$ cat config.mk
export PLATFORM = sky130hd
export DESIGN_NAME = hazard_ctrl
export DESIGN_NICKNAME = d
export VERILOG_FILES = /design/src/rtl/riscv_pipe_pkg.sv /design/src/rtl/forward_unit.sv /design/src/rtl/hazard_ctrl.sv
export SDC_FILE = /design/constraint.sdc
export NUM_CORES = 1
export LEC_CHECK = 0
export ABC_CLOCK_PERIOD_IN_PS = 2600
export BUFFER_PORTS_ARGS = -buffer_cell sky130_fd_sc_hd__buf_2
export CORE_MARGIN = 3
export CORE_UTILIZATION = 25
export CTS_CLUSTER_DIAMETER = 200
export CTS_CLUSTER_SIZE = 25
export DETAILED_ROUTE_END_ITERATION = 8
export PLACE_DENSITY = 0.53
export SLEW_MARGIN = 10
export SYNTH_ARGS = -nofsm -noshare
export SYNTH_HDL_FRONTEND = slang
export SYNTH_SLANG_ARGS = --single-unit
$ cat constraint.sdc
create_clock -name clk -period 2.6 [get_ports clk]
set_clock_uncertainty 0.15 [all_clocks]
set_input_delay 0.26 -clock clk [delete_from_list [all_inputs] [get_ports clk]]
set_output_delay 0.26 -clock clk [all_outputs]
set_load 0.02 [all_outputs]
$ cat src/rtl/riscv_pipe_pkg.sv
// ---------------------------------------------------------------------------
// riscv_pipe_pkg : shared hazard-control types and forward-select encodings
// ---------------------------------------------------------------------------
`default_nettype none

package riscv_pipe_pkg;

  localparam int REG_W = 5;

  typedef enum logic [1:0] {
    RUN      = 2'd0,
    MEM_WAIT = 2'd1,
    ERROR    = 2'd2
  } hz_state_e;

  localparam logic [1:0] FWD_RF  = 2'b00;
  localparam logic [1:0] FWD_WB  = 2'b01;
  localparam logic [1:0] FWD_MEM = 2'b10;

  // x0 is hard-wired zero, so a write to it never produces a hazard.
  function automatic logic reg_hit(input logic we,
                                   input logic [REG_W-1:0] rd,
                                   input logic [REG_W-1:0] rs);
    return we && (rd != '0) && (rd == rs);
  endfunction

endpackage

`default_nettype wire

$ cat src/rtl/forward_unit.sv
// ---------------------------------------------------------------------------
// forward_unit : ALU operand bypass select for one Execute source register
// ---------------------------------------------------------------------------
`default_nettype none

module forward_unit
  import riscv_pipe_pkg::*;
(
  input  logic [REG_W-1:0] rsnE,
  input  logic [REG_W-1:0] rdnM,
  input  logic [REG_W-1:0] rdnW,
  input  logic             RegWriteM,
  input  logic             RegWriteW,
  output logic [1:0]       fwd_sel
);

  // Memory stage holds the younger result, so it wins over Writeback.
  always_comb begin
    fwd_sel = FWD_RF;
    if (reg_hit(RegWriteM, rdnM, rsnE)) begin
      fwd_sel = FWD_MEM;
    end else if (reg_hit(RegWriteW, rdnW, rsnE)) begin
      fwd_sel = FWD_WB;
    end
  end

endmodule

`default_nettype wire

$ cat src/rtl/hazard_ctrl.sv
// ---------------------------------------------------------------------------
// hazard_ctrl : pipeline stall/flush/forward control with data-memory wait FSM
// ---------------------------------------------------------------------------
`default_nettype none

module hazard_ctrl
  import riscv_pipe_pkg::*;
#(
  parameter int MEM_TIMEOUT = 255,
  parameter int PERF_W      = 16
) (
  input  logic              clk,
  input  logic              rst,
  input  logic [REG_W-1:0]  rs1nD,
  input  logic [REG_W-1:0]  rs2nD,
  input  logic [REG_W-1:0]  rs1nE,
  input  logic [REG_W-1:0]  rs2nE,
  input  logic [REG_W-1:0]  rdnE,
  input  logic [REG_W-1:0]  rdnM,
  input  logic [REG_W-1:0]  rdnW,
  input  logic              RegWriteE,
  input  logic              RegWriteM,
  input  logic              RegWriteW,
  input  logic              ResultSrcE,
  input  logic              PCSrcE,
  input  logic              MemReqM,
  input  logic              MemReadyM,
  output logic              StallF,
  output logic              StallD,
  output logic              StallE,
  output logic              StallM,
  output logic              FlushD,
  output logic              FlushE,
  output logic [1:0]        ForwardAE,
  output logic [1:0]        ForwardBE,
  output logic              mem_err,
  output logic [PERF_W-1:0] stall_cnt
);

  localparam int WAIT_W = (MEM_TIMEOUT < 2) ? 1 : $clog2(MEM_TIMEOUT + 1);
  localparam logic [WAIT_W-1:0] WAIT_MAX = WAIT_W'(MEM_TIMEOUT);

  hz_state_e          state_q, state_d;
  logic [WAIT_W-1:0]  wait_cnt_q, wait_cnt_d;
  logic               mem_err_q, mem_err_d;
  logic [PERF_W-1:0]  stall_cnt_q, stall_cnt_d;

  logic               mem_start;
  logic               mem_stall;
  logic               branch;
  logic               load_use;
  logic               stall_f, stall_d, stall_e, stall_m;
  logic               flush_d, flush_e;
  logic               wait_expired;
  logic [1:0]         fwd_a, fwd_b;

  forward_unit u_fwd_a (
    .rsnE      (rs1nE),
    .rdnM      (rdnM),
    .rdnW      (rdnW),
    .RegWriteM (RegWriteM),
    .RegWriteW (RegWriteW),
    .fwd_sel   (fwd_a)
  );

  forward_unit u_fwd_b (
    .rsnE      (rs2nE),
    .rdnM      (rdnM),
    .rdnW      (rdnW),
    .RegWriteM (RegWriteM),
    .RegWriteW (RegWriteW),
    .fwd_sel   (fwd_b)
  );

  // The triggering RUN cycle already freezes the pipe so the request stays put.
  always_comb begin
    mem_start = (state_q == RUN) && MemReqM && !MemReadyM;
    mem_stall = mem_start || (state_q != RUN);
    branch    = (state_q == RUN) && PCSrcE;
    load_use  = (state_q == RUN) && ResultSrcE && RegWriteE && (rdnE != '0) &&
                ((rdnE == rs1nD) || (rdnE == rs2nD));
  end

  always_comb begin
    stall_f = 1'b0;
    stall_d = 1'b0;
    stall_e = 1'b0;
    stall_m = 1'b0;
    flush_d = 1'b0;
    flush_e = 1'b0;
    if (mem_stall) begin
      stall_f = 1'b1;
      stall_d = 1'b1;
      stall_e = 1'b1;
      stall_m = 1'b1;
    end else if (branch) begin
      flush_d = 1'b1;
      flush_e = 1'b1;
    end else if (load_use) begin
      stall_f = 1'b1;
      stall_d = 1'b1;
      flush_e = 1'b1;
    end
  end

  // Outputs are forced quiet while reset is held.
  always_comb begin
    StallF    = rst & stall_f;
    StallD    = rst & stall_d;
    StallE    = rst & stall_e;
    StallM    = rst & stall_m;
    FlushD    = rst & flush_d;
    FlushE    = rst & flush_e;
    ForwardAE = rst ? fwd_a : FWD_RF;
    ForwardBE = rst ? fwd_b : FWD_RF;
    mem_err   = mem_err_q;
    stall_cnt = stall_cnt_q;
  end

  // Timeout fires when this wait cycle brings the count up to MEM_TIMEOUT.
  always_comb begin
    wait_expired = ({1'b0, wait_cnt_q} + {{WAIT_W{1'b0}}, 1'b1}) >= {1'b0, WAIT_MAX};
  end

  always_comb begin
    state_d     = state_q;
    wait_cnt_d  = wait_cnt_q;
    mem_err_d   = mem_err_q;
    stall_cnt_d = stall_cnt_q;

    case (state_q)
      RUN: begin
        if (mem_start) begin
          state_d    = MEM_WAIT;
          wait_cnt_d = '0;
        end
      end
      MEM_WAIT: begin
        if (wait_cnt_q != WAIT_MAX) begin
          wait_cnt_d = wait_cnt_q + 1'b1;
        end
        if (MemReadyM) begin
          state_d = RUN;
        end else if (wait_expired) begin
          state_d   = ERROR;
          mem_err_d = 1'b1;
        end
      end
      ERROR: begin
        state_d = ERROR;
      end
      default: begin
        state_d = RUN;
      end
    endcase

    if (stall_f && (stall_cnt_q != '1)) begin
      stall_cnt_d = stall_cnt_q + 1'b1;
    end
  end

  always_ff @(posedge clk or negedge rst) begin
    if (!rst) begin
      state_q     <= RUN;
      wait_cnt_q  <= '0;
      mem_err_q   <= 1'b0;
      stall_cnt_q <= '0;
    end else begin
      state_q     <= state_d;
      wait_cnt_q  <= wait_cnt_d;
      mem_err_q   <= mem_err_d;
      stall_cnt_q <= stall_cnt_d;
    end
  end

endmodule

`default_nettype wire

## Word level (Yosys, flattened, before mapping)

Cells that the tools add are included.

| cells by class | value |
|---|---|
| bitwise gates (word level) | 5 |
| add/subtract/negate cells | 3 |
| muxes and demuxes | 21 |
| order comparisons | 1 |
| reduce and logical (&&, ||, !) cells | 26 |
| eq/ne operators | 13 |

Operators by type and width:

| operator | count |
|---|---|
| $eq A5 B5 Y1 | 6 |
| $add A16 B1 Y16 const B | 1 |
| $mux W8 | 2 |
| $ne A16 B16 Y1 const B | 1 |
| $pmux W8 S2 | 1 |
| $reduce_bool A5 Y1 | 3 |
| $logic_and A1 B1 Y1 | 14 |
| $mux W2 | 7 |
| $mux W1 | 10 |
| $add A8 B1 Y9 const B | 1 |
| $ge A9 B8 Y1 const B | 1 |
| $add A8 B1 Y8 const B | 1 |
| $ne A8 B8 Y1 const B | 1 |
| $pmux W2 S3 | 1 |
| $reduce_and A3 Y1 | 2 |
| $and A1 B1 Y1 | 4 |
| $ne A2 B2 Y1 const B | 2 |
| $reduce_bool A2 Y1 | 2 |
| $ne A3 B3 Y1 const B | 1 |
| $eq A2 B1 Y1 const B | 1 |
| $eq A2 B2 Y1 const B | 1 |
| $logic_not A2 Y1 | 1 |
| $logic_or A1 B1 Y1 | 2 |
| $reduce_and A2 Y1 | 1 |
| 2 further kinds | 2 |

| storage, ports and cells | value |
|---|---|
| register bits | 27 |
| input port bits | 44 |
| output and inout port bits | 27 |
| logic and storage cells | 73 |

## Depth between registers and ports, before layout

| depth | value |
|---|---|
| word-level depth | 9 |
| gate-level depth with buffers | 8 |
| depth with buffers taken out | 8 |

## Cells and area by module

A second synthesis with hierarchy kept.

| second synthesis, totals | value |
|---|---|
| cell total of the unflattened synthesis | 205 |
| area total of the unflattened synthesis | 1,879.3 µm² |

Modules (own cells, without submodules):

| module | cells each | instances | seq. area each (µm²) | area each (µm²) |
|---|---|---|---|---|
| hazard_ctrl | 165 | 1 | 675.6 | 1,576.5 |
| forward_unit | 20 | 2 | 0.0 | 151.4 |

## Least setup slack after synthesis

No wires, ideal clock.

| path | value |
|---|---|
| path type | input -> output |
| start point | input rdnM[0] |
| end point | output ForwardAE[0] |
| data required time | 2,190 ps |
| path slack | 413 ps |
| arrival time | 1,777 ps |
| stages | 4 |
| path buffers | 0 |
| cells stage by stage | or4_1 o21ai_0 nor4_1 nor4_1 |

| on the way | value |
|---|---|
| longest elaborated chain between the ends | 5 |
| elaborated cells between the ends (all ways) | 6 |
| those cells by class | eq/ne (1); mux (2); reduce/logical (3) |

RTL lines:

| item | RTL line | RTL |
|---|---|---|
| start: declaration | hazard_ctrl.sv:19 | `input logic [REG_W-1:0] rdnM,` |
| $reduce_bool A5 Y1 | riscv_pipe_pkg.sv:24 | `return we && (rd != '0) && (rd == rs);` |
| $logic_and A1 B1 Y1 | riscv_pipe_pkg.sv:24 |  |
| $logic_and A1 B1 Y1 (*) | riscv_pipe_pkg.sv:24 |  |
| $mux W2 (*) | forward_unit.sv:20 | `if (reg_hit(RegWriteM, rdnM, rsnE)) begin` |
| $mux W2 (*) | hazard_ctrl.sv:114 | `ForwardAE = rst ? fwd_a : FWD_RF;` |
| end: declaration | hazard_ctrl.sv:34 | `output logic [1:0] ForwardAE,` |

Every way passes the cells marked *; elsewhere a longest branch is shown, timed or not.

## Final worst setup path

| path | value |
|---|---|
| start point | input rst |
| end point | output ForwardAE[0] |

| on the way | value |
|---|---|
| longest elaborated chain between the ends | 1 |

RTL lines:

| item | RTL line | RTL |
|---|---|---|
| start: declaration | hazard_ctrl.sv:13 | `input logic rst,` |
| $mux W2 | hazard_ctrl.sv:114 |  |

Every way passes these cells.

==> out/qor.txt <==
PwrDens - 725.7 nW/µm²
Clock period minus worst slack - 2.439 ns
Sequential area share after synthesis - 0.3661
Max H-tree Level - 1
CTS Buf Count - 3
Peak VDD IR - 0.3793 mV
Final wirelength - 4.625 mm
Clk buf depth - 2
Yosys warning count - 0
Max Clk Rate - 409.9 MHz
Worst-margin pin slew - 0.3965 ns
Setup-failing EPs final - 0
Reg clk slew, reported paths - 0.09 ns
Drt drc - 0
Worst min path class - primary input to register
Initial Util - 0.2643
Total negative slack - 0 ns
Clock root cell - clkbuf_8
TritonCTS clock tree - built
Die width - 91.92 µm
Avg Inst Size Synth - 9.003 µm²
Initial antenna violation count - 0
Largest net degree at the start of global routing - 34
Synth Register Bits - 27
Ports placed on the boundary - 71
Final Core Density - 0.3358
GP Congestion - 0.7508
Hold_buf cts - 1
Max Cap Viol - 0
Setup bufs post-CTS - 0
Period utilization - 0.9382
Max Slew Vio Count - 0
Port bufs - 70
Core area - 6982 µm²
Critical Path Sink Type - output pin
Iteration count of the initial detailed-routing pass - 4
Vias per cell - 4.548
Die span in y - 91.92 µm
Post-Syn Area - 1846 µm²
Initial DRC count - 56
Yosys cell types - 41
Worst EP required - 2.19 ns
Max FO, Critical Path - 2
Total Routing Usage GR - 0.1142
Grt total ovfl - 0
Clock Latency Late Sink - 0.28 ns
NumNets Final - 324
Unrepaired setup endpoints after global routing - no
First-pass GRT wire length - 8.107 mm
Via Count - 1692
Hpwl dp - 3.664 mm
Slew margin rel. - 0.7356
Share of layout cells above drive strength 1 - 0.3043
Rows - 30
CTS resizes - 0
Layout area overhead - 27.05%
Fillers - 770
Antenna diodes - 0
Leakage - 0.001073 µW
Vias in the first global route - 1768
Worst path arrival time - 2.03 ns
Net Count, Synth - 252
# clock sinks - 27
Tot Pwr - 1702 µW
Crit Path Class - primary input to output pin
Post-synthesis cell count - 205
Hold Vio Cnt, Final - 0
Die area - 8449 µm²
Antenna violation net count after detailed routing - 0
CP Launch Type - primary input
DR WL/cell - 12.43 µm
Status - completed
==> routing by layer <==
layer / vias up / track usage / wire length, µm
li1: 852 / - / -
met1: 795 / 0.1501 / 2138
met2: 43 / 0.1928 / 2156
met3: 2 / 0.02543 / 312
met4: 0 / 0.02228 / 18
met5: - / 0 / 0
==> where the power goes <==
group	switching (µW)	leakage, µW	internal, µW
sequential	182	0.000320	556
combinational	422	0.000732	294
clock	139	0.0000217	109
==> critical path, stage by stage <==
cell	delay, ns
dlygate4sd3_1	0.51
buf_2	0.15
o211ai_1	0.11
or4_1	0.53
nor4_1	0.23
buf_2	0.23
==> cells in the mapped netlist, drive strengths merged <==
master	number	area share
a21o	1	0.0041
nand2b	3	0.010
maj3	1	0.0054
nand3	10	0.027
inv	4	0.0081
a31o	1	0.0047
o31a	1	0.0047
dfrtp	27	0.37
o21ai	12	0.033
xnor2	17	0.081
and3	6	0.023
a22o	1	0.0047
nor3b	1	0.0041
nor4	7	0.024
xor2	28	0.13
nand2	20	0.041
a21oi	2	0.0075
a311oi	1	0.0081
nor3	4	0.011
o31ai	1	0.0041
o22ai	1	0.0034
and4	1	0.0061
clkbuf	2	0.0041
or4	5	0.022
nor2b	1	0.0034
ha	3	0.020
nand4	4	0.014
o21ba	1	0.0054
a31oi	3	0.010
and2	4	0.014
mux2	1	0.0061
buf	4	0.020
o41ai	1	0.0047
o211ai	2	0.011
o211a	1	0.0054
nor2	23	0.047
==> worst paths after layout <==
path,cells past startpoint,endpoint,from,slack (ns)
min in group asynchronous,3,stall_cnt[13],rst,0.45
max in group asynchronous,3,mem_err,rst,1.56
setup reg to reg,7,stall_cnt[14],stall_cnt[0],0.37
hold / removal,3,state_q[0],MemReqM,0.12
hold reg to reg,1,mem_err,mem_err,0.32
setup / recovery,6,ForwardAE[0],rst,0.16
==> sequential cells by signal (all words and copies together) (netlist names) <==
register and flops:
stall_cnt 16, wait_cnt_q 8, state_q 2, mem_err 1
==> kinds of logic (layout without fill, tap and decap cells) <==
group | after synthesis | in the layout | share of synthesized area
buf+inv | 10 | 81 | 0.03254
fa+ha+maj | 4 | 4 | 0.02577
flops | 27 | 27 | 0.3661
simple gates | 89 | 89 | 0.2454
mux | 1 | 1 | 0.006101
compound gates | 29 | 29 | 0.1105
xor+xnor | 45 | 45 | 0.2136
==> through the flow <==
step                      instances  worst slack [ns]  hold slack (ns)  cell area (µm²)
after detailed placement        367            0.3338           0.2550             2286
after CTS                       372            0.1276           0.1067             2345
final                           372            0.1606           0.1174             2345
after floorplan                 205            0.4126          -0.1856             1846
after global placement          367            0.4038           0.2549             2286
after global routing            372           0.05199           0.1136             2345
==> cell usage in the layout, fill, tap and decap left out, drive strengths merged, types with 2 or more instances in the layout <==
cell / instances
buf: 72
xor2: 28
dfrtp: 27
nor2: 23
nand2: 20
xnor2: 17
o21ai: 12
nand3: 10
nor4: 7
and3: 6
or4: 5
inv: 4
and2: 4
nand4: 4
nor3: 4
nand2b: 3
a31oi: 3
ha: 3
clkbuf: 3
o211ai: 2
a21oi: 2
==> layout make-up <==
| cell class | count | area, µm² | area share |
|---|---|---|---|
| Clock buffer | 3 | 41.29 | 0.01761 |
| Clock inverter | 1 | 7.507 | 0.003202 |
| Inverter | 4 | 15.01 | 0.006403 |
| Multi-Input combinational cell | 168 | 1110 | 0.4733 |
| Sequential cell | 27 | 675.6 | 0.2882 |
| Tap cell | 96 | 120.1 | 0.05123 |
| Timing Repair Buffer | 73 | 375.4 | 0.1601 |
No activity file was read; power rests on OpenSTA's default activity.
